===== config.mk =====
export PLATFORM = sky130hd
export DESIGN_NAME = pc_branch_ctrl
export DESIGN_NICKNAME = d
export VERILOG_FILES = /design/src/rtl/rv32i_pkg.sv /design/src/rtl/branch_cond.sv /design/src/rtl/pc_branch_ctrl.sv
export SDC_FILE = /design/constraint.sdc
export NUM_CORES = 1
export LEC_CHECK = 0
export CAP_MARGIN = 30
export CELL_PAD_IN_SITES_DETAIL_PLACEMENT = 0
export CELL_PAD_IN_SITES_GLOBAL_PLACEMENT = 2
export CORE_MARGIN = 8
export CORE_UTILIZATION = 30
export DETAILED_ROUTE_END_ITERATION = 10
export PLACE_DENSITY_LB_ADDON = 0.2
export SYNTH_ARGS = -nofsm -noshare
export SYNTH_HDL_FRONTEND = slang
export SYNTH_SLANG_ARGS = --single-unit

===== constraint.sdc =====
create_clock -name clk -period 6.3 [get_ports clk]
set_input_delay 1.89 -clock clk [delete_from_list [all_inputs] [get_ports clk]]
set_output_delay 1.89 -clock clk [all_outputs]
set_load 0.02 [all_outputs]

===== src/rtl/rv32i_pkg.sv =====
// Shared RV32I branch encodings and the PC/branch controller state type.
package rv32i_pkg;

  localparam logic [2:0] F3_BEQ  = 3'b000;
  localparam logic [2:0] F3_BNE  = 3'b001;
  localparam logic [2:0] F3_BLT  = 3'b100;
  localparam logic [2:0] F3_BGE  = 3'b101;
  localparam logic [2:0] F3_BLTU = 3'b110;
  localparam logic [2:0] F3_BGEU = 3'b111;

  localparam logic [31:0] PC_STEP = 32'd4;

  typedef enum logic [1:0] {
    ST_RUN   = 2'd0,
    ST_FLUSH = 2'd1,
    ST_TRAP  = 2'd2
  } pc_state_e;

endpackage


===== src/rtl/branch_cond.sv =====
// Branch condition decode from funct3 and the comparator's eq/lt results.
module branch_cond
  import rv32i_pkg::*;
(
  input  logic [2:0] funct3,
  input  logic       eq,
  input  logic       lt,
  output logic       cond
);

  always_comb begin
    cond = 1'b0;
    case (funct3)
      F3_BEQ:           cond = eq;
      F3_BNE:           cond = ~eq;
      F3_BLT, F3_BLTU:  cond = lt;
      F3_BGE, F3_BGEU:  cond = ~lt;
      default:          cond = 1'b0;
    endcase
  end

endmodule


===== src/rtl/pc_branch_ctrl.sv =====
// Fetch PC sequencing with branch/jump redirect, post-redirect flush window
// and misaligned-target trap.
//
//   state    | meaning
//   ST_RUN   | normal fetch, branch/jump resolution active
//   ST_FLUSH | counting down the kill window after a taken redirect
//   ST_TRAP  | misaligned target seen; PC frozen until trap_ack
module pc_branch_ctrl
  import rv32i_pkg::*;
#(
  parameter logic [31:0] RESET_VEC    = 32'h0000_0000,
  parameter logic [31:0] TRAP_VEC     = 32'h0000_0100,
  parameter int          FLUSH_CYCLES = 2
) (
  input  logic        clk,
  input  logic        rst_n,
  input  logic        stall,
  input  logic        br_valid,
  input  logic        jal,
  input  logic        jalr,
  input  logic [2:0]  funct3,
  input  logic        eq,
  input  logic        lt,
  output logic        br_un,
  input  logic [31:0] ex_pc,
  input  logic [31:0] imm,
  input  logic [31:0] rs1,
  input  logic        trap_ack,
  output logic [31:0] pc,
  output logic        taken,
  output logic        flush,
  output logic        trap,
  output logic [31:0] trap_pc
);

  localparam logic [2:0] FLUSH_LOAD = 3'(FLUSH_CYCLES);

  pc_state_e   state_q, state_d;
  logic [31:0] pc_q, pc_d;
  logic [2:0]  cnt_q, cnt_d;
  logic        flush_q, flush_d;
  logic        trap_q, trap_d;
  logic [31:0] trap_pc_q, trap_pc_d;

  logic        cond;
  logic [31:0] jalr_sum;
  logic [31:0] target;
  logic        misaligned;

  branch_cond u_branch_cond (
    .funct3 (funct3),
    .eq     (eq),
    .lt     (lt),
    .cond   (cond)
  );

  assign br_un = funct3[1];

  // jal and a conditional branch share the pc-relative target, so only jalr
  // needs to win the target mux.
  assign jalr_sum   = rs1 + imm;
  assign target     = jalr ? {jalr_sum[31:1], 1'b0} : (ex_pc + imm);
  assign misaligned = (target[1:0] != 2'b00);

  assign taken = (state_q == ST_RUN) & ~stall & (jalr | jal | (br_valid & cond));

  always_comb begin
    state_d   = state_q;
    pc_d      = pc_q;
    cnt_d     = cnt_q;
    trap_pc_d = trap_pc_q;
    case (state_q)
      ST_RUN: begin
        if (taken) begin
          if (misaligned) begin
            state_d   = ST_TRAP;
            trap_pc_d = target;
          end else begin
            state_d = ST_FLUSH;
            pc_d    = target;
            cnt_d   = FLUSH_LOAD;
          end
        end else if (!stall) begin
          pc_d = pc_q + PC_STEP;
        end
      end
      ST_FLUSH: begin
        cnt_d = cnt_q - 3'd1;
        if (cnt_q == 3'd1) begin
          state_d = ST_RUN;
        end
        if (!stall) begin
          pc_d = pc_q + PC_STEP;
        end
      end
      ST_TRAP: begin
        if (trap_ack) begin
          state_d = ST_RUN;
          pc_d    = TRAP_VEC;
        end
      end
      default: begin
        state_d = ST_RUN;
      end
    endcase
    flush_d = (state_d == ST_FLUSH) || (state_d == ST_TRAP);
    trap_d  = (state_d == ST_TRAP);
  end

  always_ff @(posedge clk) begin
    if (!rst_n) begin
      state_q   <= ST_RUN;
      pc_q      <= RESET_VEC;
      cnt_q     <= 3'd0;
      flush_q   <= 1'b0;
      trap_q    <= 1'b0;
      trap_pc_q <= 32'd0;
    end else begin
      state_q   <= state_d;
      pc_q      <= pc_d;
      cnt_q     <= cnt_d;
      flush_q   <= flush_d;
      trap_q    <= trap_d;
      trap_pc_q <= trap_pc_d;
    end
  end

  assign pc      = pc_q;
  assign flush   = flush_q;
  assign trap    = trap_q;
  assign trap_pc = trap_pc_q;

endmodule


---- After elaboration in Yosys (flattened, before gate mapping) ----
Cells that the tools add are included.
storage, ports and cells
  bits in registers ....................... 71
  memories ................................ 0
  memory bits (writable) .................. 0
  latch bits .............................. 0
  input bits .............................. 108
  logic and storage cells ................. 58
  memory bits (read-only) ................. 0
operators by class
  reductions and logical operators ........ 11
  eq/ne operators ......................... 14
  bitwise operators ....................... 8
  multiply operators ...................... 0
  add/sub/neg operators ................... 4
  shift operators ......................... 0
  divide/modulo/power cells ............... 0
  multiplexer cells ....................... 15
  order comparisons ....................... 0
operators by type and width
  kind                   count
  $mux 32                5
  $pmux 32 s3            1
  $add 32x32->32         2
  $add 32x3->32 const B  1
  $eq 3x3->1 const B     4
  $reduce_and 3->1       3
  $mux 2                 4
  $eq 3x1->1 const B     2
  $mux 3                 2
  $ne 2x2->1 const B     3
  $pmux 2 s3             1
  $pmux 3 s2             1
  $eq 2x1->1 const B     2
  $eq 2x2->1 const B     2
  $pmux 1 s4             1
  $reduce_bool 2->1      2
  $reduce_or 2->1        2
  $and 1x1->1            3
  $logic_not 3->1        1
  $ne 3x3->1 const B     1
  $not 1->1              3
  $reduce_bool 3->1      1
  $sub 3x1->3 const B    1
  $logic_not 2->1        1
  2 further kinds        3

---- Depth between registers and ports, before layout ----
  depth in word-level cells ............... 10
  gate-level depth with buffers ........... 13
  mapped depth without buffers ............ 12

---- Hierarchy ----
A second synthesis with hierarchy kept.
unflattened totals
  cell total of the unflattened synthesis .. 1005
  area, all modules ....................... 7393.3 sq um
by module, submodules not included
  module          instances  cells an instance  area each (sq um)
  pc_branch_ctrl  1          1000               7357.1
  branch_cond     1          5                  36.3

---- Least setup slack after synthesis ----
No wires, ideal clock.
  kind .................................... in2out
  from .................................... in funct3[0]
  to ...................................... out taken
  path buffers ............................ 0
  stages .................................. 5
  slack ................................... 1358 ps
  arrival ................................. 3052 ps
  data required time ...................... 4410 ps
  cells stage by stage .................... xor2_1 > a22o_1 > a211o_1 > nand3b_1 > clkinv_1
on the way
  longest elaborated chain between the ends .. 6
  elaborated cells between the ends (all ways) .. 12
  those cells by class .................... 5 x eq/ne; 1 x mux; 3 x bitwise; 3 x reduce/logical
RTL lines
  element             line                  RTL
  start: declaration  pc_branch_ctrl.sv:21  input logic [2:0] funct3,
  $eq 3x3->1          branch_cond.sv:13     case (funct3)
  $reduce_or 2->1     branch_cond.sv:13
  $pmux 1 s4 (*)      branch_cond.sv:13
  $and 1x1->1 (*)     pc_branch_ctrl.sv:65  assign taken = (state_q == ST_RUN) & ~stall & (jalr | jal | (br_valid & cond));
  $or 1x1->1 (*)      pc_branch_ctrl.sv:65
  $and 1x1->1 (*)     pc_branch_ctrl.sv:65
  end: declaration    pc_branch_ctrl.sv:30  output logic taken,
Every way passes the cells marked *; elsewhere a longest branch is shown, timed or not.

---- Final worst setup path ----
Ends and elaborated chain as after synthesis.

==> flow_summary.ini <==
[critical_path]
worstSetupPathType = input port to output port
crit_path_max_fanout = 2
cpMostUsedCell = clkdlybuf4s50_1
cp.arrival_ps = 3770
cp.buffers_inverters = 3
rrSetupSlack_ps = 3770
critical_path.cell_chain = clkdlybuf4s50_1 > xor2_1 > a22o_1 > a211o_1 > nand3b_1 > clkinv_1 > clkdlybuf4s50_1
critPathRequiredTime_ps = 4410
critical_path.top_delay_family = buffers and inverters
worst_setup_path_start_kind = input port
critical-path-max-stage-delay_ps = 550
category_of_the_worst_setup_path_capture_point = output port
critical-path-slowest-cell = clkdlybuf4s50_1

[logic_synthesis]
async_set_or_reset_register_ratio_after_synthesis = 0
synth-main-ff-cell = dfxtp_1
average_cell_area_after_synthesis_um2 = 7.16
sequential_cell_area_fraction_in_the_yosys_report = 0.200
synthesis.instances = 992
synth.ff_latch_count = 71
distinct_cells_synth = 67
synth_fp_nets = 1171
post_synth_edffs = 0
yosys_warnings = 0
post_syn_area_um2 = 7110

[detailed_routing]
detailedRoute.firstIterationViolations = 554
viasPerCell = 5.29
routedWlPerCell_um = 18.4
ant_nets = 0
drt_pre_antenna_iters = 5
wirelength_mm = 27.0
remaining_design_rule_violation_count = 0
route.vias.total = 7743

[clock_tree]
tritoncts = built
root_buffer = clkbuf_16
tritoncts.num_buffers = 9
clkSlewWorstSetupHoldPaths_ps = 60
cts_resized = 0
clk-insertion-delay-late_ps = 340
cts_hold_repair.buffers = 0
cts.repair_timing.setup_buffer_count = 0
tritoncts_num_sinks = 71
clockBufferDepth = 2
cts_htree_levels = 3

[timing]
worst_hold_slack_ps = 423
finalHoldViolCount = 0
tightestPinTransition_ps = 759
total_negative_slack_ps = 0
worst_clock_skew_ps = 7.50
rsz0062_at_grt = no
timing.max_slew.rel_slack = 0.492
final_worst_slack_ps = 636
fmax_mhz = 177
slew_violations = 0
finalSetupViolations = 0
final_period_minus_worst_setup_slack_ps = 5660
post_route_clock_period_utilization = 0.899

[die]
initial_core_util = 0.305
std_cell_rows = 56
io_pins = 176
die-width_um = 170
fp.coreArea_um2 = 23300
die_extent_in_y_um = 170
die_ar_um2 = 28900

[global_route]
number_of_global_route_vias_before_repair = 7615
overall_overflow_remaining_after_global_route = 0
grt_start_max_net_pins = 46
track_usage = 0.181
grt_first_pass_wirelength_mm = 41.9
antenna_violations_before_repair = 0

[placement]
numPortBuffers = 175
pre_cts_slack_ps = 642
gpl.final_weighted_congestion = 0.887
dp_hpwl_mm = 21.7

[final_layout]
layout-drive-gt1-share = 0.0341
synthToLayoutAreaGrowth_pct = 33.1
n_antenna_cell = 0
num-nets-final = 1318

[run]
cap_viol_max_count = 0

[pwr]
fin_total_pwr_mw = 2.07
worst_ir_drop_vdd_uv = 112
cellPowerDensity_nw_per_um2 = 219
p_leak_nw = 3.63

[hold_path]
min_path_type = flop to flop

[outcome]
outcome = complete, no violations
==> tightest hold or removal path, cell delays in order, from the launching register on <==
cell	delay, ps
dfxtp_1	310
inv_1	40
nor2_1	30
==> cell families (layout without fill, tap and decap cells) <==
logic type               count (synthesis)  after routing  share of synthesized area
AO/OA/AOI/OAI                          362            362                      0.319
XOR/XNOR                                64             64                     0.0789
adder cells (fa/ha/maj)                 71             71                      0.127
buffers and inverters                   81            233                     0.0442
flip-flops                              71             71                      0.200
multiplexers                             8              8                     0.0113
AND/OR/NAND/NOR                        335            335                      0.219
==> cell usage after synthesis (6+ instances only) <==
cell type,number,area (um^2)
a211oi_1,19,143
a21o_1,24,180
a21oi_1,114,571
a31oi_1,10,62.6
and2_1,9,56.3
and3_1,13,81.3
clkbuf_1,46,173
dfxtp_1,71,1420
ha_1,69,863
inv_1,26,97.6
mux2i_1,8,80.1
nand2_1,99,372
nand2b_1,8,50.1
nand3_1,35,175
nand4_1,16,100
nor2_1,99,372
nor2b_1,7,43.8
nor3_1,23,115
o21a_1,11,82.6
o21ai_0,93,465
o21bai_1,8,60.1
o221ai_1,7,61.3
o22ai_1,6,37.5
o31ai_1,6,45.0
xnor2_1,37,324
xor2_1,27,236
==> registers in the layout, summed over array words and instances, names as in the netlist <==
signal   cells
pc          32
trap_pc     32
cnt_q        3
state_q      2
flush        1
trap         1
==> where the power goes <==
group          switching (mW)  internal, mW  leakage (nW)  total (mW)
Sequential             0.0662         0.507         0.582       0.573
Clock                   0.196         0.317         0.140       0.513
Combinational           0.567         0.419          2.91       0.986
==> final timing paths <==
| kind | depth (start not counted) | to | startpoint |
|---|---|---|---|
| worst max-delay path | 7 | taken | funct3[0] |
| worst min-delay path | 2 | pc[0]$_SDFFE_PN0P_ | pc[0]$_SDFFE_PN0P_ |
| worst max register to register | 10 | pc[27]$_SDFFE_PN0P_ | pc[2]$_SDFFE_PN0P_ |
| worst min register to register | 2 | pc[0]$_SDFFE_PN0P_ | pc[0]$_SDFFE_PN0P_ |
==> area by class of cell <==
type,count,area [um^2]
clock buffer,13,250
clock inverter,3,42.5
fill,2517,13900
inverter,27,101
multi-input combinational,840,5380
sequential,71,1420
tap,319,399
timing repair buffer,190,1860
==> placed cells by master, fill, tap and decap left out, types with 5 or more instances in the layout <==
| cell | Yosys | final |
|---|---|---|
| a2111oi_0 | 5 | 5 |
| o21bai_1 | 8 | 8 |
| o22ai_1 | 6 | 6 |
| o211ai_1 | 5 | 5 |
| a21o_1 | 24 | 24 |
| mux2i_1 | 8 | 8 |
| nor3_1 | 23 | 22 |
| a31oi_1 | 10 | 10 |
| a21oi_1 | 114 | 114 |
| and3_1 | 13 | 13 |
| o32ai_1 | 5 | 5 |
| xnor2_1 | 37 | 37 |
| a22oi_1 | 5 | 5 |
| inv_1 | 26 | 25 |
| nand2b_1 | 8 | 8 |
| xor2_1 | 27 | 27 |
| a221oi_1 | 5 | 5 |
| dfxtp_1 | 71 | 71 |
| and2_1 | 9 | 9 |
| nand2_1 | 99 | 99 |
| a211oi_1 | 19 | 19 |
| nand4_1 | 16 | 16 |
| buf_4 | 1 | 15 |
| o31ai_1 | 6 | 6 |
| nand3_1 | 35 | 35 |
| ha_1 | 69 | 69 |
| nor2_1 | 99 | 99 |
| nor2b_1 | 7 | 7 |
| o21a_1 | 11 | 11 |
| clkdlybuf4s50_1 | 0 | 175 |
| nor4_1 | 5 | 5 |
| clkbuf_16 | 0 | 9 |
| o221ai_1 | 7 | 7 |
| o21ai_0 | 93 | 93 |
==> routing by layer <==
| layer | GRT usage | vias up | wire length (um) |
|---|---|---|---|
| li1 | - | 3947 | - |
| met1 | 0.258 | 3599 | 13500 |
| met2 | 0.285 | 184 | 11900 |
| met3 | 0.0232 | 13 | 1300 |
| met4 | 0.0378 | 0 | 262 |
| met5 | 0 | - | 0 |
==> stage by stage <==
stage               cell area (um^2)   util  instances
finish                          9450  0.405       1463
CTS                             9450  0.405       1463
detailed placement              9160  0.393       1447
floorplan                       7110      -        992
global placement                9160  0.393       1447
global route                    9450  0.405       1463
No activity file was read; power rests on OpenSTA's default activity.
